File: src/rtl/dsp_mem_write_router.sv
// Routes host writes from an ingress FIFO to an array of dsp_unit write ports.
// Supports unit decode, broadcast, per-unit backpressure and dropped-write accounting.
module dsp_mem_write_router #(
  parameter int DATA_WIDTH     = 32,
  parameter int N_DSP_UNIT     = 4,
  parameter int BUF_ADDR_WIDTH = 12,
  parameter int FIFO_DEPTH     = 4,
  parameter int BCAST_EN       = 1,
  localparam int UNIT_W        = (N_DSP_UNIT > 1) ? $clog2(N_DSP_UNIT) : 1,
  localparam int LOC_W         = BUF_ADDR_WIDTH + 1,
  localparam int AW            = LOC_W + UNIT_W + 1
) (
  input  logic                  clk,
  input  logic                  reset,
  input  logic [AW-1:0]         in_addr,
  input  logic [DATA_WIDTH-1:0] in_data,
  input  logic                  in_valid,
  output logic                  in_ready,
  output logic [LOC_W-1:0]      out_addr,
  output logic [DATA_WIDTH-1:0] out_data,
  output logic [N_DSP_UNIT-1:0] out_en,
  input  logic [N_DSP_UNIT-1:0] out_ready,
  input  logic                  err_clr,
  output logic                  err_flag,
  output logic [7:0]            err_cnt,
  output logic [15:0]           wr_cnt
);

  localparam int PTR_W = $clog2(FIFO_DEPTH);
  localparam int CNT_W = PTR_W + 1;
  localparam logic [N_DSP_UNIT-1:0] MASK_ONE   = N_DSP_UNIT'(1);
  localparam logic [UNIT_W:0]       UNIT_LIMIT = (UNIT_W + 1)'(N_DSP_UNIT);

  logic [AW-1:0]         fifoAddr [FIFO_DEPTH];
  logic [DATA_WIDTH-1:0] fifoData [FIFO_DEPTH];
  logic [PTR_W-1:0]      wrPtr_q, rdPtr_q;
  logic [CNT_W-1:0]      count_q, count_d;
  logic                  accepting_q;

  logic                  outValid_q;
  logic [N_DSP_UNIT-1:0] outMask_q;
  logic [LOC_W-1:0]      outAddr_q;
  logic [DATA_WIDTH-1:0] outData_q;

  logic                  errFlag_q, errFlag_d;
  logic [7:0]            errCnt_q, errCnt_d;
  logic [15:0]           wrCnt_q, wrCnt_d;

  logic                  fifoEmpty, fifoFull, push, pop, go;
  logic [AW-1:0]         headAddr;
  logic                  headBcast, unitOk, headLegal;
  logic [UNIT_W-1:0]     headUnit;
  logic [LOC_W-1:0]      headLoc;
  logic [N_DSP_UNIT-1:0] headMask;
  logic                  loadOut, illegalPop;

  assign fifoEmpty = (count_q == '0);
  assign fifoFull  = (count_q == CNT_W'(FIFO_DEPTH));
  // in_ready stays low until the first edge after reset is released
  assign in_ready  = accepting_q & ~fifoFull;
  assign push      = in_valid & in_ready;

  assign go     = outValid_q & ((out_ready & outMask_q) == outMask_q);
  assign out_en = outMask_q & {N_DSP_UNIT{go}};
  assign pop    = ~fifoEmpty & (~outValid_q | go);

  assign headAddr  = fifoAddr[rdPtr_q];
  assign headBcast = headAddr[AW-1];
  assign headUnit  = headAddr[AW-2:LOC_W];
  assign headLoc   = headAddr[LOC_W-1:0];

  generate
    if (N_DSP_UNIT == (1 << UNIT_W)) begin : g_unit_full
      assign unitOk = 1'b1;
    end else begin : g_unit_partial
      assign unitOk = ({1'b0, headUnit} < UNIT_LIMIT);
    end
  endgenerate

  always_comb begin
    headMask  = '0;
    headLegal = 1'b0;
    if (headBcast) begin
      if (BCAST_EN != 0) begin
        headMask  = '1;
        headLegal = 1'b1;
      end
    end else if (unitOk) begin
      headMask  = MASK_ONE << headUnit;
      headLegal = 1'b1;
    end
  end

  assign loadOut    = pop & headLegal;
  assign illegalPop = pop & ~headLegal;

  always_comb begin
    unique case ({push, pop})
      2'b10:   count_d = count_q + CNT_W'(1);
      2'b01:   count_d = count_q - CNT_W'(1);
      default: count_d = count_q;
    endcase
  end

  always_ff @(posedge clk or negedge reset) begin
    if (!reset) begin
      wrPtr_q     <= '0;
      rdPtr_q     <= '0;
      count_q     <= '0;
      accepting_q <= 1'b0;
    end else begin
      accepting_q <= 1'b1;
      count_q     <= count_d;
      if (push) wrPtr_q <= wrPtr_q + PTR_W'(1);
      if (pop)  rdPtr_q <= rdPtr_q + PTR_W'(1);
    end
  end

  always_ff @(posedge clk) begin
    if (push) begin
      fifoAddr[wrPtr_q] <= in_addr;
      fifoData[wrPtr_q] <= in_data;
    end
  end

  // Address and data are held after retirement; only a new legal entry replaces them
  always_ff @(posedge clk or negedge reset) begin
    if (!reset) begin
      outValid_q <= 1'b0;
      outMask_q  <= '0;
      outAddr_q  <= '0;
      outData_q  <= '0;
    end else if (loadOut) begin
      outValid_q <= 1'b1;
      outMask_q  <= headMask;
      outAddr_q  <= headLoc;
      outData_q  <= fifoData[rdPtr_q];
    end else if (go) begin
      outValid_q <= 1'b0;
    end
  end

  always_comb begin
    errFlag_d = errFlag_q;
    errCnt_d  = errCnt_q;
    if (err_clr) begin
      errFlag_d = 1'b0;
      errCnt_d  = '0;
    end else if (illegalPop) begin
      errFlag_d = 1'b1;
      if (errCnt_q != 8'hFF) errCnt_d = errCnt_q + 8'd1;
    end
  end

  always_comb begin
    wrCnt_d = wrCnt_q;
    if (go && wrCnt_q != 16'hFFFF) wrCnt_d = wrCnt_q + 16'd1;
  end

  always_ff @(posedge clk or negedge reset) begin
    if (!reset) begin
      errFlag_q <= 1'b0;
      errCnt_q  <= '0;
      wrCnt_q   <= '0;
    end else begin
      errFlag_q <= errFlag_d;
      errCnt_q  <= errCnt_d;
      wrCnt_q   <= wrCnt_d;
    end
  end

  assign out_addr = outAddr_q;
  assign out_data = outData_q;
  assign err_flag = errFlag_q;
  assign err_cnt  = errCnt_q;
  assign wr_cnt   = wrCnt_q;

endmodule
File: config.mk
export PLATFORM = sky130hd
export DESIGN_NAME = dsp_mem_write_router
export DESIGN_NICKNAME = d
export VERILOG_FILES = /design/src/rtl/dsp_mem_write_router.sv
export SDC_FILE = /design/constraint.sdc
export NUM_CORES = 1
export LEC_CHECK = 0
export BUFFER_PORTS_ARGS = -buffer_cell sky130_fd_sc_hd__buf_2
export CORE_UTILIZATION = 35
export DETAILED_ROUTE_END_ITERATION = 10
export GPL_ROUTABILITY_DRIVEN = 0
export REMOVE_ABC_BUFFERS = 1
export SYNTH_ARGS = -nofsm -noshare
export SYNTH_HDL_FRONTEND = slang
export SYNTH_SLANG_ARGS = --single-unit
File: constraint.sdc
create_clock -name clk -period 4.35 [get_ports clk]
set_input_delay 0.2175 -clock clk [delete_from_list [all_inputs] [get_ports clk]]
set_output_delay 0.2175 -clock clk [all_outputs]
set_load 0.005 [all_outputs]
# After elaboration in Yosys (flattened, before gate mapping)
# Memories as Yosys holds them, arrays and structs flattened. A register that Yosys moved wholly into a read port is not among the register bits.
# Index checks and enable logic that the tools add are counted.
# Widths: inputs -> output; s select.
[totals]
register_bits = 51
ramBits = 192
wordCells = 46
memories = 2
[mem_list]
columns = ["memory", "words", "word_bits", "read_ports", "rd_ports_with_merged_regs", "wr", "line", "rtl"]
rows = [
  ["fifoData", 4, 32, 1, 1, 1, "35", "logic [DATA_WIDTH-1:0] fifoData [FIFO_DEPTH];"],
  ["fifoAddr", 4, 16, 1, 0, 1, "34", "logic [AW-1:0] fifoAddr [FIFO_DEPTH];"],
]
[op_classes]
add_sub_neg = 5
eq_ne = 5
shifts = 1
muxes = 8
bitwise = 10
reduce_logical = 5
[op_table]
columns = ["operator", "count"]
rows = [
  ["$add 16x1->16 const B", 1],
  ["$ne 16x16->1 const B", 1],
  ["$and 4x4->4", 2],
  ["$mux 8", 1],
  ["$pmux 3 s2", 1],
  ["$mux 1", 5],
  ["$add 2x1->2 const B", 2],
  ["$and 1x1->1", 4],
  ["$eq 4x4->1", 1],
  ["$mux 4", 1],
  ["$reduce_bool 2->1", 2],
  ["$shl 1x2->4 const A", 1],
  ["$add 3x1->3 const B", 1],
  ["$eq 3x3->1 const B", 1],
  ["$logic_not 3->1", 1],
  ["$not 1->1", 3],
  ["$sub 3x1->3 const B", 1],
  ["$eq 2x1->1 const B", 1],
  ["$eq 2x2->1 const B", 1],
  ["$logic_and 1x1->1", 1],
  ["$logic_not 1->1", 1],
  ["$or 1x1->1", 1],
]

# Logic depth before layout (Yosys ltp)
# Gate-level depths: netlist (run 1).
[logic_depth]
word_depth = 7
mapped_depth = 12
depth_no_buf = 10

# Worst setup path before layout (run 1)
# No wires, ideal clock.
[synth_timing]
path_type = "register to register"
startpoint = "register count_q[0]"
endpoint = "memory fifoAddr[0][0] in the netlist's numbering (enable)"
setup_time_ns = 0.411
arrival_time_ns = 2.012
required_ns = 3.939
path_slack_ns = 1.927
stages_incl_launch_ff = 4
path_buffers = 0
cell_sequence = "dfrtp_1 -> inv_1 -> a31oi_1 -> and3_1"
[synth_between]
elab_chain_cells = 6
[synth_rtl]
columns = ["item", "line", "rtl"]
rows = [
  ["start, declared", "37", "logic [CNT_W-1:0] count_q, count_d;"],
  ["start signal, assigned", "113", "count_q <= count_d;"],
  ["$eq 3x3->1", "58", "assign fifoFull = (count_q == CNT_W'(FIFO_DEPTH));"],
  ["$not 1->1", "60", "assign in_ready = accepting_q & ~fifoFull;"],
  ["$and 1x1->1", "60", ""],
  ["via in_ready", "18", "output logic in_ready,"],
  ["$and 1x1->1", "61", "assign push = in_valid & in_ready;"],
  ["$mux 1", "120", "if (push) begin"],
  ["$mux 1 (not written as such)", "121", "fifoAddr[wrPtr_q] <= in_addr;"],
  ["end, declared", "34", ""],
]
# The timed path passes the listed nets, and every way through them passes these cells.

# Final worst setup path (run 1)
[layout_timing]
startpoint = "register outMask_q[0]"
endpoint = "register count_q[2]"
[layout_between]
elab_chain_cells = 7
word_cells_on_any_way = 9
cone_classes = "3 x eq/ne; 1 x mux; 4 x bitwise; 1 x reduce/logical"
[layout_rtl]
columns = ["item", "line", "rtl"]
rows = [
  ["start, declared", "41", "logic [N_DSP_UNIT-1:0] outMask_q;"],
  ["start signal, assigned", "135", "outMask_q <= headMask;"],
  ["$and 4x4->4", "63", "assign go = outValid_q & ((out_ready & outMask_q) == outMask_q);"],
  ["$eq 4x4->1 (*)", "63", ""],
  ["$and 1x1->1 (*)", "63", ""],
  ["$or 1x1->1 (*)", "65", "assign pop = ~fifoEmpty & (~outValid_q | go);"],
  ["$and 1x1->1 (*)", "65", ""],
  ["$eq 2x1->1 / $eq 2x2->1 (equally long branches)", "98", "unique case ({push, pop})"],
  ["$pmux 3 s2 / $reduce_bool 2->1 (equally long branches)", "-", ""],
]
# Every way passes the cells marked *; elsewhere a longest branch is shown, timed or not.
# A chain may end at the register's enable or synchronous reset.

==> results of run 1 <==
## synth_stat cells (all sizes together), types with 4 or more instances
cell,number,area [sq um]
mux4,48,1080
xnor2,16,140
o21ai,6,30.0
edfxtp,192,5770
a21oi,4,20.0
ha,6,75.1
clkbuf,5,18.8
buf,22,201
nand2,13,48.8
inv,13,51.3
nand4,8,50.1
nor2,5,18.8
and2,5,31.3
nand3,8,40.0
dfrtp,74,1850
and3,6,37.5
xor2,4,35.0
mux2,47,642
## how the worst max path moves through the flow
stage | from | end | slack [ns]
2_1_floorplan | rdPtr_q[0] | out_addr[10] | 1.32
3_3_place_gp | outMask_q[0] | count_q[2] | 1.87
4_1_cts | outMask_q[0] | count_q[2] | 1.80
5_1_grt | outMask_q[3] | count_q[2] | 1.66
3_5_place_dp | outMask_q[0] | count_q[2] | 1.80
6_report | outMask_q[0] | count_q[2] | 1.84
## cell usage in the layout, fill, tap and decap left out, types with 10 or more instances in the layout
master,netlist,layout
buf_2,7,119
mux2_2,17,17
xnor2_1,16,16
conb_1,2,10
nand2_1,13,13
dlygate4sd3_1,0,49
mux2_4,30,30
inv_1,12,12
mux4_2,48,48
clkbuf_16,0,31
edfxtp_1,192,192
dfrtp_1,74,72
## metal layers
layer / wire length (um) / share of wire / global-route usage / vias to the layer above
met2: 9900 / 0.50 / 0.235 / 129
li1: - / - / - / 2298
met4: 325 / 0.017 / 0.0328 / 0
met5: 0 / 0 / 0 / -
met3: 986 / 0.050 / 0.0308 / 33
met1: 8390 / 0.43 / 0.168 / 2627
## worst register-to-register path, stage by stage, from the launching register on
cell and delay, ns:
dfrtp_1 0.41, nand2b_1 0.13, o2111ai_4 0.17, a21o_1 0.33, inv_4 0.29, ha_1 0.25
inv_1 0.06, fa_1 0.38, xor2_1 0.15, nor2_1 0.11, xor2_1 0.17
## report_power, final
part / total [mW] / switching (mW) / internal (mW)
combinational: 2.23 / 0.909 / 1.32
sequential: 3.68 / 0.436 / 3.25
clock: 2.39 / 0.938 / 1.45
## area by class of cell
cell class	count	area (sq um)
Fill cell	2496	16100
Sequential cell	266	7620
Multi-Input combinational cell	198	2400
Timing Repair Buffer	177	1150
Clock buffer	46	892
Tap cell	384	480
Clock inverter	6	56.3
Inverter	13	51.3
## logic make-up (layout without fill, tap and decap cells)
logic type	Yosys count	count (layout)	share of synthesized area
compound gates	14	14	0.00952
buf+inv	40	242	0.0265
simple gates	52	52	0.0262
other cells	2	10	0.000732
xor+xnor	20	20	0.0171
mux	95	95	0.168
fa+ha+maj	7	7	0.00927
flops	266	266	0.743
## registers in the layout (all words and copies together) (netlist names), 3 cells and up
name       cells
count_q        3
fifoAddr      64
fifoData     128
outMask_q      4
out_addr      13
out_data      32
wr_cnt        16
==> flow_metrics.py, run 1 <==
metrics = {
    "clock_tree": {
        "ctsHoldBuffers": 49,
        "h-tree-depth": 1,
        "clkSlewWorstSetupHoldPaths_ns": 0.06,
        "numCtsBuffers": 28,
        "cts_sinks": 266,
        "cts_resized": 0,
        "postCtsSetupBuffers": 0,
        "clock_latency_ns": 0.53,
        "cts_buffer_depth": 3,
        "cts_root_buffer": "clkbuf_16",
        "cts_tree": "built",
    },
    "global_route": {
        "grt_pass1_vias": 5630,
        "grt_max_degree": 51,
        "grt_pass1_wl_um": 31300,
        "overflow": 0,
        "grt_use_total": 0.134,
        "antenna_found_initial": 0,
    },
    "critical_path": {
        "reg2reg_slack_ns": 1.84,
        "crit_slowest_cell": "dfrtp_1",
        "rr_startpoint": "outMask_q[0]",
        "crit_top_cell": "xor2_1",
        "timing_worst_setup_path_type": "flip-flop to flip-flop",
        "crit_required_ns": 4.81,
        "cp_cell_sequence": "nand2b_1, o2111ai_4, a21o_1, inv_4, ha_1, inv_1, fa_1, xor2_1, nor2_1, xor2_1",
        "cp.depth": 10,
        "critical-path-max-stage-delay_ns": 0.41,
        "cp-start-kind": "flip-flop",
        "crit_path_end_kind": "flip-flop",
        "crit_buf_inv": 2,
        "r2r_end": "count_q[2]",
        "cp_data_arrival_time_ns": 2.97,
        "reg2reg_depth": 10,
        "critical_path.max_fanout": 16,
        "cp_top_family": "adder cells",
    },
    "run": {
        "cap_violations": 0,
    },
    "floorplanning": {
        "io_pins": 131,
        "die-area_sq_mm": 0.0300,
        "row_count": 62,
        "initial_core_util": 0.356,
        "core_sq_mm": 0.0288,
        "die_x_um": 173,
        "die_h_um": 173,
    },
    "cells_and_area": {
        "nets": 747,
        "areaGrowthSynthToFinish_pct": 23.4,
        "stdcell_count": 1090,
        "final_cell_area_sq_mm": 0.0127,
        "drive_above_1_share": 0.387,
        "diodes": 0,
        "final_core_util": 0.440,
    },
    "synth": {
        "yosys_warnings": 0,
        "synth_area_sq_mm": 0.0103,
        "synthesis.instances": 496,
        "ys_ff_latch": 266,
        "ys_seq_area_frac": 0.743,
        "postSynth.asyncResetShare": 0.278,
        "synth_edf_count": 192,
        "synth_ff_type": "edfxtp_1",
        "ys_types": 32,
        "avgSynthCellArea_sq_um": 20.7,
    },
    "pwr": {
        "leakage_nw": 4.78,
        "ir_drop_uv": 372,
        "power.density_cell_area_mw_per_mm2": 656,
        "power.total_mw": 8.31,
    },
    "route": {
        "drt_iter0_drc": 249,
        "wl_per_cell_um": 18.0,
        "via_per_inst": 4.67,
        "via_count": 5087,
        "wirelength_um": 19600,
        "ant_nets": 0,
        "dr.pass1.iters": 4,
        "drc": 0,
    },
    "sta": {
        "hold_violations": 0,
        "clock.fmax_mhz": 398,
        "drv_slew": 0,
        "finalSetupTns_ns": 0,
        "rsz0062_at_grt": "false",
        "finClkSkew_ns": 0.0177,
        "finalWorstSetupSlack_ns": 1.84,
        "period_needed_ns": 2.51,
        "tightest_slew_ns": 1.07,
        "relSlewSlack": 0.287,
        "finalCritPeriodShare": 0.577,
        "hold_ws_ns": 0.0998,
        "setup_viol": 0,
    },
    "placed_design": {
        "place_area_sq_mm": 0.0112,
        "dpl_worst_slack_ns": 1.80,
        "dp_hpwl_um": 11400,
        "numPortBuffers": 120,
        "dp_cells": 989,
    },
    "run_status": {
        "outcome": "complete, no violations",
    },
    "worst_hold_path": {
        "worstHoldEndpoint": "outValid_q",
        "min_path_cells": 4,
        "hp-start": "out_ready[1]",
        "hp-class": "primary input to flip-flop",
    },
}
(Power assumes the default switching activity.)
==> run 2: changes to the inputs <==
--- a/config.mk
+++ b/config.mk
@@ -5,6 +5,7 @@
 export SDC_FILE = /design/constraint.sdc
 export NUM_CORES = 1
 export LEC_CHECK = 0
+export ABC_AREA = 1
 export BUFFER_PORTS_ARGS = -buffer_cell sky130_fd_sc_hd__buf_2
 export CORE_UTILIZATION = 35
 export DETAILED_ROUTE_END_ITERATION = 10
==> constraint.sdc (replaced) <==
create_clock -name clk -period 2.2 [get_ports clk]
set_input_delay 0.11 -clock clk [delete_from_list [all_inputs] [get_ports clk]]
set_output_delay 0.11 -clock clk [all_outputs]
set_load 0.005 [all_outputs]
==> run 2 against run 1 <==
Combinational power rose to 2.6 times the previous value. Synthesized cell count up 86%. Sequential power up 86%. Routed wire length up 25%. Worst setup slack worse by 1.7 ns. Utilization up 1.0 points.
==> flow_metrics.py, run 2 <==
metrics = {
    "synth": {
        "synth_area_sq_mm": 0.0107,
        "yosysTopAreaCell": "edfxtp_1",
        "yosys_warnings": 0,
        "synth_top_cell_area_share": 0.537,
        "synthTopCellsByArea": "edfxtp_1 54%, dfrtp_1 17%, nand2_1 7.1%, o21ai_0 4.1%, nor2_1 3.9%",
        "synthesis.instances": 924,
        "synth_ff_type": "edfxtp_1",
        "synth_commonest_cells": "203 x nand2_1, 192 x edfxtp_1, 111 x nor2_1",
        "synth_edf_count": 192,
        "ys_seq_area_frac": 0.709,
        "ys_types": 32,
        "ys_ff_latch": 266,
        "postSynth.asyncResetShare": 0.278,
        "avgSynthCellArea_sq_um": 11.6,
        "yosysMostFrequentCell": "nand2_1",
    },
    "sta": {
        "finalCritPeriodShare": 0.923,
        "hold_violations": 0,
        "rsz0062_at_grt": "false",
        "hold_ws_ns": 0.0548,
        "clock.fmax_mhz": 493,
        "tightest_slew_ns": 0.575,
        "finalWorstSetupSlack_ns": 0.170,
        "setup_viol": 0,
        "finClkSkew_ns": 0.0111,
        "relSlewSlack": 0.617,
        "period_needed_ns": 2.03,
        "drv_slew": 0,
    },
    "placed_design": {
        "dp_hpwl_um": 14000,
        "dp_cells": 1407,
        "numPortBuffers": 120,
        "place_area_sq_mm": 0.0119,
        "dpl_worst_slack_ns": 0.145,
    },
    "cells_and_area": {
        "areaGrowthSynthToFinish_pct": 25.2,
        "final_cell_area_sq_mm": 0.0134,
        "stdcell_count": 1510,
        "nets": 1160,
        "fill_cells": 2758,
        "largest_register_ffs": 128,
        "drive_above_1_share": 0.202,
        "layout_common_cells": "202 x nand2_1, 192 x edfxtp_1, 119 x buf_2, 106 x nor2_1, 87 x o21ai_0",
        "final_common_cell": "nand2_1",
        "top_register": "fifoData",
    },
    "global_route": {
        "grt_pass1_vias": 7083,
        "grt_max_degree": 99,
        "overflow": 0,
        "grt_pass1_wl_um": 38600,
        "antenna_found_initial": 1,
        "grt_use_total": 0.158,
    },
    "critical_path": {
        "timing_worst_setup_path_type": "flip-flop to flip-flop",
        "rr_startpoint": "outMask_q[0]",
        "cp_cell_sequence": "nand2_1, o21ai_2, nor2_2, nor2_1, nor2_2, ha_1, inv_1, fa_1, a21oi_1, o21ai_0, xnor2_1",
        "reg2reg_slack_ns": 0.17,
        "cp-start-kind": "flip-flop",
        "cp_data_arrival_time_ns": 2.44,
        "r2r_end": "count_q[2]",
        "crit_slowest_cell": "dfrtp_1",
        "critical-path-max-stage-delay_ns": 0.40,
        "crit_path_end_kind": "flip-flop",
        "reg2reg_depth": 11,
        "crit_required_ns": 2.61,
        "crit_top_cell": "nor2_2",
        "critical_path.max_fanout": 3,
    },
    "route": {
        "wirelength_um": 24500,
        "dr.pass1.iters": 5,
        "via_count": 7243,
        "via_per_inst": 4.80,
        "drc": 0,
        "wl_per_cell_um": 16.2,
        "ant_nets": 0,
        "drt_iter0_drc": 403,
    },
    "clock_tree": {
        "clkSlewWorstSetupHoldPaths_ns": 0.06,
        "h-tree-depth": 1,
        "cts_sinks": 266,
        "postCtsSetupBuffers": 0,
        "cts_tree": "built",
        "cts_buffer_depth": 3,
        "cts_root_buffer": "clkbuf_16",
        "numCtsBuffers": 29,
        "clock_latency_ns": 0.54,
    },
    "floorplanning": {
        "core_sq_mm": 0.0299,
        "die_x_um": 177,
        "die-area_sq_mm": 0.0314,
        "io_pins": 131,
        "initial_core_util": 0.359,
        "row_count": 63,
        "die_h_um": 177,
    },
    "pwr": {
        "ir_drop_uv": 629,
        "leakage_nw": 5.41,
        "power.density_cell_area_mw_per_mm2": 1330,
        "power.total_mw": 17.9,
    },
    "worst_hold_path": {
        "hp-class": "primary input to asynchronous set/reset pin",
    },
    "run_status": {
        "outcome": "complete, no violations",
    },
    "run": {
        "cap_violations": 0,
    },
}
[run 2: changes by cell type in the layout (fill, tap and decap cells not counted), sizes merged, moves of 10 or more]
cell,previous run,this run
o21ai,6,99
mux4,48,0
nand2,13,217
nor2,5,118
o22ai,0,45
buf,128,142
nand3,8,60
mux2,47,0
inv,13,31
xnor2,16,6
[run 2: repair_timing]
item / CTS / global route
hold endpoints to repair: 266 / 0
hold buffers: 49 / 0
resized for setup: 0 / 1
setup endpoints to repair: 0 / 1
[run 2: where the power goes]
group / leakage [nW] / internal, mW / switching (mW) / total [mW]
registers: 2.66 / 6.40 / 0.438 / 6.84
logic: 2.25 / 2.07 / 3.82 / 5.89
clock network: 0.500 / 3.26 / 1.95 / 5.21
total: 5.41 / 11.7 / 6.20 / 17.9
[run 2: layer usage]
layer	share of wire	global-route usage	up-vias	wire, um
met5	0	0	-	0
met4	0.016	0.0417	0	384
met3	0.055	0.0273	31	1350
met2	0.47	0.265	179	11600
met1	0.46	0.211	3504	11200
li1	-	-	3529	-
[run 2: area by class of cell]
class | instances | area, sq um | share of cell area
diodes | 1 | 2.50 | 0.000186
clock buffers | 39 | 803 | 0.0597
clock inverters | 14 | 231 | 0.0172
inverters | 30 | 115 | 0.00856
multi-input cells | 579 | 2770 | 0.206
flip-flops and latches | 266 | 7620 | 0.567
well taps | 390 | 488 | 0.0363
repair buffers | 191 | 1420 | 0.106
[run 2: worst max-delay path by stage]
stage            startpoint             end  slack [ns]  cells past startpoint
2_1_floorplan    count_q[0]  fifoAddr[0][0]       -1.20                      4
3_3_place_gp   outMask_q[0]      count_q[2]        0.22                     11
3_5_place_dp   outMask_q[0]      count_q[2]        0.15                     11
4_1_cts        outMask_q[0]      count_q[2]        0.15                     11
5_1_grt        outMask_q[0]      count_q[2]       0.004                     11
6_report       outMask_q[0]      count_q[2]        0.17                     11
[run 2: kinds of logic after synthesis]
group,synth area share
adder cells (fa/ha/maj),0.00885
XOR/XNOR,0.00897
AO/OA/AOI/OAI,0.0749
flip-flops,0.709
buffers and inverters,0.0400
other,0.000699
AND/OR/NAND/NOR,0.157
[run 2: worst max-delay path, delay by kind of cell (launching register included)]
kind / cells / cell delay, ns
fa+ha+maj: 2 / 0.53
flops: 1 / 0.40
simple gates: 4 / 0.45
compound gates: 3 / 0.34
xor+xnor: 1 / 0.13
buf+inv: 1 / 0.07
[run 2: per-stage QoR]
step / util / setup TNS, ns
finish: 0.450 / 0
global route: 0.450 / 0
CTS: 0.450 / 0
detailed placement: 0.399 / 0
global placement: 0.399 / 0
floorplan: - / -268.10
==> run 3: changes to the inputs <==
==> constraint.sdc (replaced) <==
create_clock -name clk -period 2.2 [get_ports clk]
set_input_delay 0.66 -clock clk [delete_from_list [all_inputs] [get_ports clk]]
set_output_delay 0.66 -clock clk [all_outputs]
set_load 0.005 [all_outputs]
==> run 3 against run 2 <==
Global-route usage down 0.30 points. Non-clock buffer count is 35 lower. Largest cell class unchanged. Clock skew increased by 0.033 ns. Final cell count decreased by 2.2%. Flip-flop and latch count did not move.
==> flow_metrics.py, run 3 (synthesized netlist as in run 2, its figures left out) <==
metrics = {
    "run_status": {
        "outcome": "complete, no violations",
    },
    "floorplanning": {
        "die-area_sq_mm": 0.0314,
        "initial_core_util": 0.359,
        "die_x_um": 177,
        "core_sq_mm": 0.0299,
        "io_pins": 131,
        "die_h_um": 177,
        "row_count": 63,
    },
    "cells_and_area": {
        "layout_common_cells": "202 x nand2_1, 192 x edfxtp_1, 119 x buf_2, 107 x nor2_1, 86 x o21ai_0",
        "top_register": "fifoData",
        "final_cell_area_sq_mm": 0.0130,
        "diodes": 0,
        "final_common_cell": "nand2_1",
        "stdcell_count": 1477,
        "areaGrowthSynthToFinish_pct": 21.4,
        "drive_above_1_share": 0.225,
        "nets": 1126,
        "largest_register_ffs": 128,
    },
    "sta": {
        "hold_violations": 0,
        "setup_viol": 0,
        "period_needed_ns": 2.17,
        "finalSetupTns_ns": 0,
        "tightest_slew_ns": 0.616,
        "finClkSkew_ns": 0.0439,
        "clock.fmax_mhz": 461,
        "drv_slew": 0,
        "finalCritPeriodShare": 0.986,
        "rsz0062_at_grt": "true",
        "relSlewSlack": 0.589,
    },
    "pwr": {
        "swShare": 0.349,
        "seq_power_share": 0.386,
        "intPower_mw": 11.6,
        "p_comb_frac": 0.330,
        "leakage_nw": 5.26,
        "ir_drop_uv": 757,
        "p_sw_mw": 6.23,
        "clkPwrFrac": 0.284,
        "power.density_cell_area_mw_per_mm2": 1370,
    },
    "global_route": {
        "grt_pass1_wl_um": 37600,
        "grt_max_degree": 85,
        "grt_pass1_vias": 6887,
        "overflow": 0,
        "antenna_found_initial": 3,
        "grt_use_total": 0.155,
    },
    "route": {
        "drc": 0,
        "wl_per_cell_um": 16.3,
        "wirelength_um": 24000,
        "via_count": 7083,
        "drt_iter0_drc": 438,
        "ant_nets": 0,
        "via_per_inst": 4.80,
        "dr.pass1.iters": 5,
    },
    "clock_tree": {
        "h-tree-depth": 1,
        "clock_latency_ns": 0.57,
        "clkSlewWorstSetupHoldPaths_ns": 0.06,
        "cts_tree": "built",
        "cts_sinks": 266,
        "cts_buffer_depth": 3,
        "numCtsBuffers": 30,
        "ctsHoldBuffers": 0,
        "cts_root_buffer": "clkbuf_16",
    },
    "critical_path": {
        "crit_path_end_kind": "output pin",
        "cp-start-kind": "flip-flop",
        "cp_data_arrival_time_ns": 1.51,
        "crit_required_ns": 1.54,
        "timing_worst_setup_path_type": "flip-flop to output pin",
        "critical_path.max_fanout": 5,
    },
    "run": {
        "cap_violations": 0,
    },
    "placed_design": {
        "place_area_sq_mm": 0.0119,
        "numPortBuffers": 120,
        "dp_hpwl_um": 14100,
        "dp_cells": 1413,
    },
    "worst_hold_path": {
        "hp-class": "primary input to asynchronous set/reset pin",
    },
}
-- run 3: cell types whose count changed in the layout (fill, tap and decap cells not counted), sizes merged --
cell	change
bufinv	-2
inv	-1
dlygate4sd3	-49
diode	-1
clkinvlp	+2
clkinv	+6
buf	+14
clkbuf	-2
-- run 3: layer usage --
metal / up-vias / wire (um) / share of wire / track usage
met5: - / 35 / 0.0015 / 0
met2: 173 / 11200 / 0.47 / 0.258
met1: 3400 / 10900 / 0.45 / 0.207
li1: 3466 / - / - / -
met3: 38 / 1480 / 0.062 / 0.0326
met4: 6 / 427 / 0.018 / 0.0356
-- run 3: path summary, 6_finish.rpt --
| check | startpoint | slack, ns | end | cells past startpoint |
|---|---|---|---|---|
| setup reg to reg | outMask_q[2] | 0.19 | count_q[2] | 12 |
| hold reg to reg | out_data[6] | 0.47 | out_data[6] | 2 |
| hold / removal | reset | 0.02 | wr_cnt[0] | 1 |
| min in group clk | in_data[2] | 0.30 | fifoData[0][2] | 1 |
| max in group asynchronous | reset | 1.51 | rdPtr_q[0] | 2 |
| setup / recovery | outMask_q[2] | 0.03 | out_en[2] | 6 |
-- run 3: final cells by class --
| cell class | count | area (sq um) |
|---|---|---|
| Clock buffer | 37 | 807 |
| Clock inverter | 19 | 230 |
| Fill cell | 2753 | 16800 |
| Inverter | 30 | 115 |
| Multi-Input combinational cell | 579 | 2770 |
| Sequential cell | 266 | 7620 |
| Tap cell | 390 | 488 |
| Timing Repair Buffer | 156 | 1010 |
-- run 3: what timing repair did --
item | in CTS | in global routing
endpoints found under the setup margin | 4 | 6
setup buffers | 4 | 4
pin swaps | 1 | 2
resized for setup | 0 | 4
-- run 3: power groups by stage --
stage	Clock [mW]	Sequential (mW)	Combinational (mW)
final	5.06	6.88	5.89
after floorplan	0	7.14	3.12
after detailed placement	0	6.97	5.85
after global placement	0	6.96	5.77
after CTS	5.19	6.88	5.94
after global routing	5.39	6.99	6.68
-- run 3: worst max-delay path, stage by stage, from the launching register on --
cell and delay, ns:
dfrtp_1 0.40, inv_2 0.07, o21ai_2 0.06, nor2_2 0.13
nand2_2 0.09, nor2_1 0.11, buf_2 0.11
-- run 3: stage by stage --
step,worst slack [ns],utilization,hold slack [ns],power [mW]
after floorplan,-1.20,-,0.364,10.3
after global placement,-0.129,0.400,0.459,12.7
after detailed placement,-0.134,0.400,0.460,12.8
after CTS,0.00708,0.435,0.00933,18.0
after global routing,-0.0233,0.437,0.0187,19.1
final,0.0307,0.437,0.0200,17.8
